### config.mk
export PLATFORM = sky130hd
export DESIGN_NAME = mem_ctrl
export DESIGN_NICKNAME = d
export VERILOG_FILES = /design/src/rtl/mem_ctrl_pkg.sv /design/src/rtl/mem_ctrl.sv
export SDC_FILE = /design/constraint.sdc
export NUM_CORES = 1
export LEC_CHECK = 0
export ABC_AREA = 1
export CAP_MARGIN = 20
export CORE_UTILIZATION = 30
export CTS_BUF_LIST = sky130_fd_sc_hd__clkbuf_16
export DETAILED_ROUTE_END_ITERATION = 10
export SYNTH_ARGS = -nofsm -noshare
export SYNTH_HDL_FRONTEND = slang
export SYNTH_SLANG_ARGS = --single-unit
export TNS_END_PERCENT = 5
### constraint.sdc
create_clock -name clk -period 10.8 [get_ports clk]
set_input_delay 2.16 -clock clk [delete_from_list [all_inputs] [get_ports clk]]
set_output_delay 2.16 -clock clk [all_outputs]
set_load 0.01 [all_outputs]
### src/rtl/mem_ctrl_pkg.sv
// Shared types and constants for the byte-wide memory controller.
package mem_ctrl_pkg;

    // Controller states
    typedef enum logic [1:0] {
        ST_IDLE = 2'd0,
        ST_RD   = 2'd1,
        ST_WR   = 2'd2,
        ST_DONE = 2'd3
    } state_t;

    // Which requester owns the current transaction
    typedef enum logic {
        SRC_IF  = 1'b0,
        SRC_LSB = 1'b1
    } src_t;

    // LSB_len codes
    localparam logic [1:0] LEN_BYTE = 2'd1;
    localparam logic [1:0] LEN_HALF = 2'd2;
    localparam logic [1:0] LEN_WORD = 2'd3;

    // addr[17:16] value selecting the IO region
    localparam logic [1:0] IO_HI_DEF = 2'b11;

    // Byte count for an LSB_len code; the unused code 0 is treated as a byte access
    function automatic logic [2:0] len_to_bytes(input logic [1:0] len);
        logic [2:0] n;
        case (len)
            LEN_HALF: n = 3'd2;
            LEN_WORD: n = 3'd4;
            default:  n = 3'd1;
        endcase
        return n;
    endfunction

endpackage

### src/rtl/mem_ctrl.sv
// Memory controller: serialises 4-byte instruction fetches and 1/2/4-byte
// LSB loads/stores onto a byte-wide RAM/IO bus, one transaction at a time.
module mem_ctrl
    import mem_ctrl_pkg::*;
#(
    parameter int         ADDR_W = 32,
    parameter logic [1:0] IO_HI  = IO_HI_DEF
) (
    input  logic              clk,
    input  logic              rst,
    input  logic              rdy,
    input  logic [7:0]        mem_din,
    output logic [7:0]        mem_dout,
    output logic [ADDR_W-1:0] mem_a,
    output logic              mem_wr,
    input  logic              io_buffer_full,
    input  logic              jump_wrong_stall,
    input  logic              IF_req,
    input  logic [ADDR_W-1:0] IF_addr,
    output logic              IF_flag,
    output logic [31:0]       IF_inst,
    input  logic              LSB_req,
    input  logic              LSB_we,
    input  logic [ADDR_W-1:0] LSB_addr,
    input  logic [1:0]        LSB_len,
    input  logic [31:0]       LSB_wdata,
    output logic              LSB_flag,
    output logic [31:0]       LSB_rdata
);

    state_t            state_q, state_d;
    src_t              src_q, src_d;
    logic [ADDR_W-1:0] addr_q, addr_d;
    logic [2:0]        nbytes_q, nbytes_d;
    logic [2:0]        cnt_q, cnt_d;
    logic [31:0]       wdata_q, wdata_d;
    logic [31:0]       buf_q, buf_d;
    logic              if_flag_q, if_flag_d;
    logic              lsb_flag_q, lsb_flag_d;
    logic [31:0]       if_inst_q, if_inst_d;
    logic [31:0]       lsb_rdata_q, lsb_rdata_d;

    logic [1:0]        cap_idx;
    logic [31:0]       merged;
    logic [ADDR_W-1:0] addr_cnt;
    logic              wr_stall;

    // State and data registers; rdy low freezes everything
    always_ff @(posedge clk or posedge rst) begin
        if (rst) begin
            state_q     <= ST_IDLE;
            src_q       <= SRC_IF;
            addr_q      <= '0;
            nbytes_q    <= '0;
            cnt_q       <= '0;
            wdata_q     <= '0;
            buf_q       <= '0;
            if_flag_q   <= 1'b0;
            lsb_flag_q  <= 1'b0;
            if_inst_q   <= '0;
            lsb_rdata_q <= '0;
        end else if (rdy) begin
            state_q     <= state_d;
            src_q       <= src_d;
            addr_q      <= addr_d;
            nbytes_q    <= nbytes_d;
            cnt_q       <= cnt_d;
            wdata_q     <= wdata_d;
            buf_q       <= buf_d;
            if_flag_q   <= if_flag_d;
            lsb_flag_q  <= lsb_flag_d;
            if_inst_q   <= if_inst_d;
            lsb_rdata_q <= lsb_rdata_d;
        end
    end

    // Next-state logic plus combinational bus drive (no extra cycle per byte)
    always_comb begin
        state_d     = state_q;
        src_d       = src_q;
        addr_d      = addr_q;
        nbytes_d    = nbytes_q;
        cnt_d       = cnt_q;
        wdata_d     = wdata_q;
        buf_d       = buf_q;
        if_flag_d   = 1'b0;
        lsb_flag_d  = 1'b0;
        if_inst_d   = if_inst_q;
        lsb_rdata_d = lsb_rdata_q;
        mem_a       = '0;
        mem_dout    = '0;
        mem_wr      = 1'b0;

        addr_cnt = addr_q + ADDR_W'(cnt_q);
        wr_stall = (addr_q[17:16] == IO_HI) && io_buffer_full;
        // The byte on mem_din belongs to the address issued one cycle earlier
        cap_idx  = cnt_q[1:0] - 2'd1;
        merged   = buf_q;
        merged[{cap_idx, 3'b000} +: 8] = mem_din;

        case (state_q)
            ST_IDLE: begin
                if (!jump_wrong_stall) begin
                    if (LSB_req) begin
                        src_d    = SRC_LSB;
                        addr_d   = LSB_addr;
                        nbytes_d = len_to_bytes(LSB_len);
                        wdata_d  = LSB_wdata;
                        buf_d    = '0;
                        cnt_d    = '0;
                        state_d  = LSB_we ? ST_WR : ST_RD;
                    end else if (IF_req) begin
                        src_d    = SRC_IF;
                        addr_d   = IF_addr;
                        nbytes_d = 3'd4;
                        wdata_d  = '0;
                        buf_d    = '0;
                        cnt_d    = '0;
                        state_d  = ST_RD;
                    end
                end
            end

            ST_RD: begin
                if (cnt_q < nbytes_q) begin
                    mem_a = addr_cnt;
                end
                if (jump_wrong_stall) begin
                    state_d = ST_IDLE;
                    cnt_d   = '0;
                end else begin
                    if (cnt_q != 3'd0) begin
                        buf_d = merged;
                    end
                    if (cnt_q == nbytes_q) begin
                        state_d = ST_DONE;
                        if (src_q == SRC_IF) begin
                            if_flag_d = 1'b1;
                            if_inst_d = merged;
                        end else begin
                            lsb_flag_d  = 1'b1;
                            lsb_rdata_d = merged;
                        end
                    end else begin
                        cnt_d = cnt_q + 3'd1;
                    end
                end
            end

            ST_WR: begin
                mem_a    = addr_cnt;
                mem_dout = wdata_q[{cnt_q[1:0], 3'b000} +: 8];
                mem_wr   = rdy && !wr_stall;
                if (!wr_stall) begin
                    cnt_d = cnt_q + 3'd1;
                    if (cnt_q == nbytes_q - 3'd1) begin
                        state_d    = ST_DONE;
                        lsb_flag_d = 1'b1;
                    end
                end
            end

            ST_DONE: begin
                state_d = ST_IDLE;
                cnt_d   = '0;
            end

            default: begin
                state_d = ST_IDLE;
            end
        endcase
    end

    assign IF_flag   = if_flag_q && rdy;
    assign LSB_flag  = lsb_flag_q && rdy;
    assign IF_inst   = if_inst_q;
    assign LSB_rdata = lsb_rdata_q;

endmodule

==> summary.md, run 1 <==
| Metric | Value |
|---|---|
| Met2 wire length | ~12,000 um |
| Fin cells | between 1,500 and 2,000 |
| Number of synthesized register bits | between 150 and 200 |
| Setup Total Neg Slack | 0 ns |
| Critical Path End | mem_a[30] |
| # setup viols final | 0 |
| Synthesized instance count | around 1,200 |
| RSZ-0062 raised after global routing | false |
| Critical Path Stages | 12 |
| Synth area leaders | dfrtp_1, nand2_1, nor2_1, inv_1, o21ai_0 |
| Final Worst Setup Slack | 4.71 ns |
| Hold_buf cts | 0 |
| Register area share after synthesis | 0.473 |
| Final Critical Period | ~6.1 ns |
| Routability cong. | around 0.92 |
| Pwr per Cell Area | about 220 nW/um^2 |
| Yosys warns | 0 |
| Syn Std Cell Area | 9050 um^2 |
| Status | finished, final reports clean |
| Crit. End Element | output pin |
| Via density | about 4.6 |
| Post-CTS sizing | 0 |
| TritonRoute pass-1 iters | 5 |
| Iter 0 DRT Violations | a little under 600 |
| IO Port Bufs | 220 |
| Nature of the critical path startpoint | flip-flop |
| Worst-path clk slew | 0.07 ns |
| Buf/Inv on CP | 3 |
| Fraction of layout cells with a size suffix above 1 | 0.0440 |
| Post-synth ARST share | 1.00 |
| Row count | 63 |
| Post-DP HPWL | a little under 20,000 um |
| Clock buffer depth | 2 |
| Max stage delay on crit path | around 0.75 ns |
| DRT antenna net count | 0 |
| Root Buffer | clkbuf_16 |
| CP Data Arrival Time | slightly below 4 ns |
| Syn Area/Cell | approximately 7.3 um^2 |
| Fmax | about 0.16 GHz |
| Max-Cap Viols | 0 |
| Die X | between 150 and 200 um |
| Initial antenna violation count | 2 |
| CP Max Fanout | 18 |
| Placed insts | 1,810 |
| Max transition margin | 0.415 |
| Worst-Margin Slew | between 0.8 and 0.9 ns |
| Drt total wl | roughly 27,000 um |
| TritonCTS Buffers | 17 |
| Most used cell, CP | nand2_1 |
| CP required | roughly 8.6 ns |
| Wire length of the first global-routing pass | about 43,000 um |
| Largest net degree at the start of global routing | 92 |
| Pre-CTS WS | a little under 5 ns |
| Nets | ~1,600 |
| Crit path from | cnt_q[1]$_DFFE_PP0P_ |
| Met3 WL | 1390 um |
| Fin. Hold Viols | 0 |
| Initial Util | 0.305 |
| Total core area | approximately 30,000 um^2 |
| CTS tree | yes |
| Die footprint | approximately 31,000 um^2 |
| Global-route usage over all layers | 0.179 |
| Ports | roughly 220 |
| Top Metal Used | met4 |
| Vias | 8,492 |
| Post-Route M1 WL | between 10,000 and 15,000 um |
| Layout Skew | roughly 0.021 ns |
| Post-Route Utilization | 0.414 |
| R2R Path End | IF_inst[16]$_DFFE_PP0P_ |
| Wire per inst | around 15 um |
| Final Max Slew Viols | 0 |
| Slowest CP cell | dfrtp_1 |
| Post-synth EDFFs | 0 |
| Yosys top cell by area | dfrtp_1 |
| Yosys top cell area share | 0.473 |
| Distinct cell type count after synthesis | 39 |
| Final period util | 0.564 |
| Insertion delay to the later sink of the worst-skew pair | roughly 0.44 ns |
| Post-CTS setup buffers | 0 |
| Reg2reg start | cnt_q[0]$_DFFE_PP0P_ |
| Top_reg_cell synth | dfrtp_1 |
| Clk sinks | 171 |
| Worst vdd ir | between 0.1 and 0.15 mV |
| Total grt overflow | 0 |
| Worst min path class | flip-flop to flip-flop |
| H-tree Lvls | 4 |
| Crit-path cells | clkinv_1 -> fa_1 -> inv_1 -> nand3_1 -> nand2_1 -> nand2_1 -> nor2_1 -> nand2_1 -> nand2_1 -> nand2_1 -> nor2_1 -> clkdlybuf4s50_1 |
| Mapped Nets | roughly 1,400 |
| Die span in y | about 180 um |
| Worst Reg-to-Reg Cells | 11 |
| Leakage | about 0.0059 uW |
| Crit path kind | flip-flop to output pin |
| Synthesis-to-finish area growth | 35.7% |
| # DRC | 0 |
| Reg2reg setup slack | around 7.6 ns |
| Vias in the first global route | between 8,000 and 9,000 |
| CP top delay family | buffers and inverters |
[synthesized netlist by cell type (2+ instances only)]
library cell / n
nand2_1: 453
dfrtp_1: 171
nor2_1: 163
inv_1: 134
o21ai_0: 58
a21oi_1: 52
nand3_1: 38
a31oi_1: 32
buf_2: 24
clkbuf_1: 16
ha_1: 16
o21ai_1: 12
a22o_1: 10
o22ai_1: 8
xor2_1: 7
buf_4: 6
clkinv_1: 4
inv_2: 3
nand3_2: 3
nor2_2: 3
nor3_1: 3
buf_6: 2
nor2_4: 2
nor3_2: 2
o211ai_1: 2
o21ai_2: 2
xnor2_1: 2
[tightest hold or removal path: stages, from the launching register on]
cell and delay, ns:
dfrtp_1 0.34, nand2_1 0.05, nand2_1 0.05
[kinds of logic after synthesis]
logic type / share of synthesized area
simple gates: 0.296
buf+inv: 0.0863
compound gates: 0.111
flops: 0.473
fa+ha+maj: 0.0243
xor+xnor: 0.00871
[report_power, final]
group / leakage (uW) / switching (uW) / internal (uW)
Combinational: 0.00349 / 628 / 468
Sequential: 0.00215 / 158 / 803
Clock: 0.000303 / 321 / 322
[final cells by class]
cell class | count | area, um^2
antenna | 2 | 5.00
clock buffer | 17 | 425
clock inverter | 15 | 201
fill | 3068 | 17400
inverter | 141 | 534
multi-input combinational | 879 | 3990
sequential | 171 | 4280
tap | 390 | 488
timing repair buffer | 231 | 2350
[flip-flops by register name, indices dropped and copies added (netlist names)]
| name | count |
|---|---|
| nbytes_q | 3 |
| IF_inst | 32 |
| if_flag_q | 1 |
| buf_q | 32 |
| addr_q | 32 |
| cnt_q | 3 |
| src_q | 1 |
| state_q | 2 |
| lsb_flag_q | 1 |
| LSB_rdata | 32 |
| wdata_q | 32 |
[metal layers]
| metal | vias to the layer above | GRT usage |
|---|---|---|
| met3 | 45 | 0.0312 |
| met2 | 249 | 0.276 |
| met5 | - | 0 |
| met1 | 3902 | 0.247 |
| li1 | 4296 | - |
| met4 | 0 | 0.0717 |
[worst min-delay path by stage]
stage	from	to	slack, ns	cells past startpoint
2_1_floorplan	buf_q[16]$_DFFE_PP0P_	buf_q[16]$_DFFE_PP0P_	0.44	2
3_3_place_gp	buf_q[23]$_DFFE_PP0P_	buf_q[23]$_DFFE_PP0P_	0.45	2
3_5_place_dp	IF_inst[5]$_DFFE_PP0P_	IF_inst[5]$_DFFE_PP0P_	0.46	2
4_1_cts	buf_q[23]$_DFFE_PP0P_	buf_q[23]$_DFFE_PP0P_	0.48	2
5_1_grt	buf_q[25]$_DFFE_PP0P_	buf_q[25]$_DFFE_PP0P_	0.49	2
6_report	buf_q[23]$_DFFE_PP0P_	buf_q[23]$_DFFE_PP0P_	0.47	2
[layout by cell type, fill, tap and decap left out, types with 3 or more instances in the layout]
master,count
o21ai_0,58
clkinv_8,5
nand3_1,38
nor2_1,163
clkdlybuf4s50_1,220
clkinv_1,4
inv_8,4
inv_1,133
clkbuf_16,17
inv_2,3
o21ai_1,12
ha_1,16
xor2_1,7
a22o_1,10
dfrtp_1,171
nor2_2,3
a31oi_1,32
nand2_1,453
nor3_1,3
buf_16,3
inv_6,3
inv_12,3
nand3_2,3
a21oi_1,52
buf_4,7
o22ai_1,8
[stage by stage]
| step | power [uW] | hold slack (ns) | cell area, um^2 |
|---|---|---|---|
| 6_report | 2700 | 0.473 | 12300 |
| 5_1_grt | 2890 | 0.490 | 12300 |
| 4_1_cts | 2710 | 0.476 | 12200 |
| 3_5_place_dp | 2050 | 0.457 | 11600 |
| 3_3_place_gp | 2040 | 0.453 | 11500 |
| 2_1_floorplan | 1590 | 0.442 | 9050 |
(Power assumes the default switching activity.)
==> run 2: changes to the inputs <==
==> constraint.sdc (replaced) <==
create_clock -name clk -period 6.2 [get_ports clk]
set_input_delay 1.24 -clock clk [delete_from_list [all_inputs] [get_ports clk]]
set_output_delay 1.24 -clock clk [all_outputs]
set_load 0.01 [all_outputs]
==> run 2 against run 1 <==
Sequential share of layout area up 0.22 points. Sequential power up 73%. Critical endpoint unchanged. Register-to-register slack worse by 4.4 ns. Cell count down 0.11%. Power up 72%. Wire length down 1.6%. Via count up 0.11%. Non-clock buffer count unchanged. Die area unchanged. Setup slack worse by 3.7 ns. Worst hold slack about the same. Critical path type unchanged. Clock-buffer cell count unchanged.
==> summary.md, run 2 (same netlist as run 1, synthesis figures left out) <==
| Metric | Value |
|---|---|
| Status | finished, final reports clean |
| Fraction of layout cells with a size suffix above 1 | 0.0440 |
| Worst vdd ir | roughly 0.17 mV |
| Via density | 4.61 |
| Most used cell, CP | nand2_1 |
| R2R Path End | LSB_rdata[22]$_DFFE_PP0P_ |
| Post-Route Utilization | 0.412 |
| Vias | between 8,000 and 9,000 |
| # setup viols final | 0 |
| # DRC | 0 |
| Insertion delay to the later sink of the worst-skew pair | between 0.4 and 0.5 ns |
| Nature of the critical path startpoint | flip-flop |
| Wire per inst | about 14 um |
| CTS tree | yes |
| Post-CTS setup buffers | 0 |
| Fin area | 12,200 um^2 |
| Clk sinks | approximately 170 |
| Fill count | roughly 3,100 |
| Die footprint | a little over 30,000 um^2 |
| DRT antenna net count | 0 |
| CP Data Arrival Time | between 3 and 4 ns |
| Synthesis-to-finish area growth | 34.9% |
| Worst-Margin Slew | roughly 0.93 ns |
| Row count | 63 |
| Worst-path clk slew | 0.07 ns |
| Largest net degree at the start of global routing | 94 |
| Crit path kind | flip-flop to output pin |
| Setup Total Neg Slack | 0 ns |
| Crit path from | cnt_q[1]$_DFFE_PP0P_ |
| Slowest CP cell | dfrtp_1 |
| Commonest non-fill, non-tap cell in the layout | nand2_1 |
| Die X | 176 um |
| Die span in y | between 150 and 200 um |
| Global-route usage over all layers | 0.176 |
| Fin. Hold Viols | 0 |
| Ports | 221 |
| Iter 0 DRT Violations | 563 |
| Max stage delay on crit path | 0.73 ns |
| Crit. End Element | output pin |
| CP required | about 5.0 ns |
| Routability cong. | 0.846 |
| TritonRoute pass-1 iters | 5 |
| Clock buffer depth | 2 |
| Fmax | 0.191 GHz |
| Reg2reg start | cnt_q[1]$_DFFE_PP0P_ |
| Crit-path cells | clkinv_1 -> fa_1 -> inv_1 -> nand3_1 -> nand2_1 -> nand2_1 -> nor2_1 -> nand2_1 -> nand2_1 -> nand2_1 -> nor2_1 -> clkdlybuf4s50_1 |
| Post-CTS sizing | 0 |
| Post-DP HPWL | around 20,000 um |
| Initial antenna violation count | 0 |
| Initial Util | 0.305 |
| Worst min path class | flip-flop to flip-flop |
| Root Buffer | clkbuf_16 |
| Max-Cap Viols | 0 |
| Total grt overflow | 0 |
| H-tree Lvls | 4 |
| Vias in the first global route | about 8,200 |
| Final Max Slew Viols | 0 |
| Pwr per Cell Area | approximately 380 nW/um^2 |
| Leakage | roughly 0.0059 uW |
| Wire length of the first global-routing pass | around 43,000 um |
| Nets | between 1,500 and 2,000 |
| Total core area | about 30,000 um^2 |
| Hold_buf cts | 0 |
| Max transition margin | 0.383 |
| Final period util | 0.844 |
| IO Port Bufs | 220 |
| TritonCTS Buffers | 17 |
| CP Max Fanout | 18 |
| Layout Skew | 0.00901 ns |
| Final Critical Period | roughly 5.2 ns |
| Critical Path End | mem_a[30] |
| Antenna cells | 0 |
| RSZ-0062 raised after global routing | false |
| Reg2reg setup slack | around 3.2 ns |
| Worst Reg-to-Reg Cells | 7 |
| Most frequent cells in the layout | nand2_1, clkdlybuf4s50_1, dfrtp_1 |
| Drt total wl | ~27,000 um |
| Dpl cell area | 11,600 um^2 |
[run 2: cell count changes in the layout (fill, tap and decap cells not counted)]
cell        before  now
buf_16           3    1
clkinvlp_4       0    1
clkinv_8         5    6
inv_12           3    0
buf_8            1    0
clkinv_2         0    1
diode_2          2    0
inv_6            3    5
inv_8            4    2
buf_4            7   10
[run 2: worst min path at each step]
stage                                 startpoint                      to  slack [ns]  depth (start not counted)
after floorplan            buf_q[16]$_DFFE_PP0P_   buf_q[16]$_DFFE_PP0P_        0.44                          2
after global placement      buf_q[6]$_DFFE_PP0P_    buf_q[6]$_DFFE_PP0P_        0.45                          2
after detailed placement  IF_inst[2]$_DFFE_PP0P_  IF_inst[2]$_DFFE_PP0P_        0.46                          2
after CTS                  buf_q[25]$_DFFE_PP0P_   buf_q[25]$_DFFE_PP0P_        0.48                          2
after global routing        buf_q[9]$_DFFE_PP0P_    buf_q[9]$_DFFE_PP0P_        0.49                          2
final                      buf_q[25]$_DFFE_PP0P_   buf_q[25]$_DFFE_PP0P_        0.47                          2
[run 2: cell type report]
class | instances | area, um^2 | share of cell area
Sequential cell | 171 | 4280 | 0.351
Multi-Input combinational cell | 879 | 3990 | 0.327
Timing Repair Buffer | 231 | 2300 | 0.189
Inverter | 141 | 534 | 0.0438
Tap cell | 390 | 488 | 0.0400
Clock buffer | 17 | 425 | 0.0349
Clock inverter | 15 | 176 | 0.0145
[run 2: critical path, delay by kind of cell (launching register included)]
kind	cells	cell delay (ns)
buffers and inverters	3	1.17
and+or+nand+nor	8	1.08
DFF	1	0.73
adders and majority gates	1	0.57
[run 2: routing by layer]
| layer | part of all wire | GRT usage | up-vias | routed length [um] |
|---|---|---|---|---|
| met5 | 0 | 0 | - | 0 |
| met4 | 0.022 | 0.0609 | 0 | 596 |
| met3 | 0.047 | 0.0305 | 38 | 1250 |
| met2 | 0.46 | 0.278 | 230 | 12100 |
| met1 | 0.48 | 0.244 | 3953 | 12600 |
| li1 | - | - | 4280 | - |
[run 2: stage by stage]
stage	worst slack [ns]	hold WS (ns)	instances	total power, uW
floorplan	0.328	0.442	1240	2770
global placement	1.51	0.453	1811	3560
detailed placement	1.40	0.457	1812	3590
CTS	0.910	0.476	1844	4680
global route	0.577	0.490	1844	4970
finish	0.967	0.473	1844	4630
[run 2: report_power, final]
group | leakage, uW | internal [uW] | switching [uW]
logic | 0.00348 | 802 | 1100
clock network | 0.000289 | 544 | 528
registers | 0.00215 | 1400 | 257
total | 0.00591 | 2740 | 1890
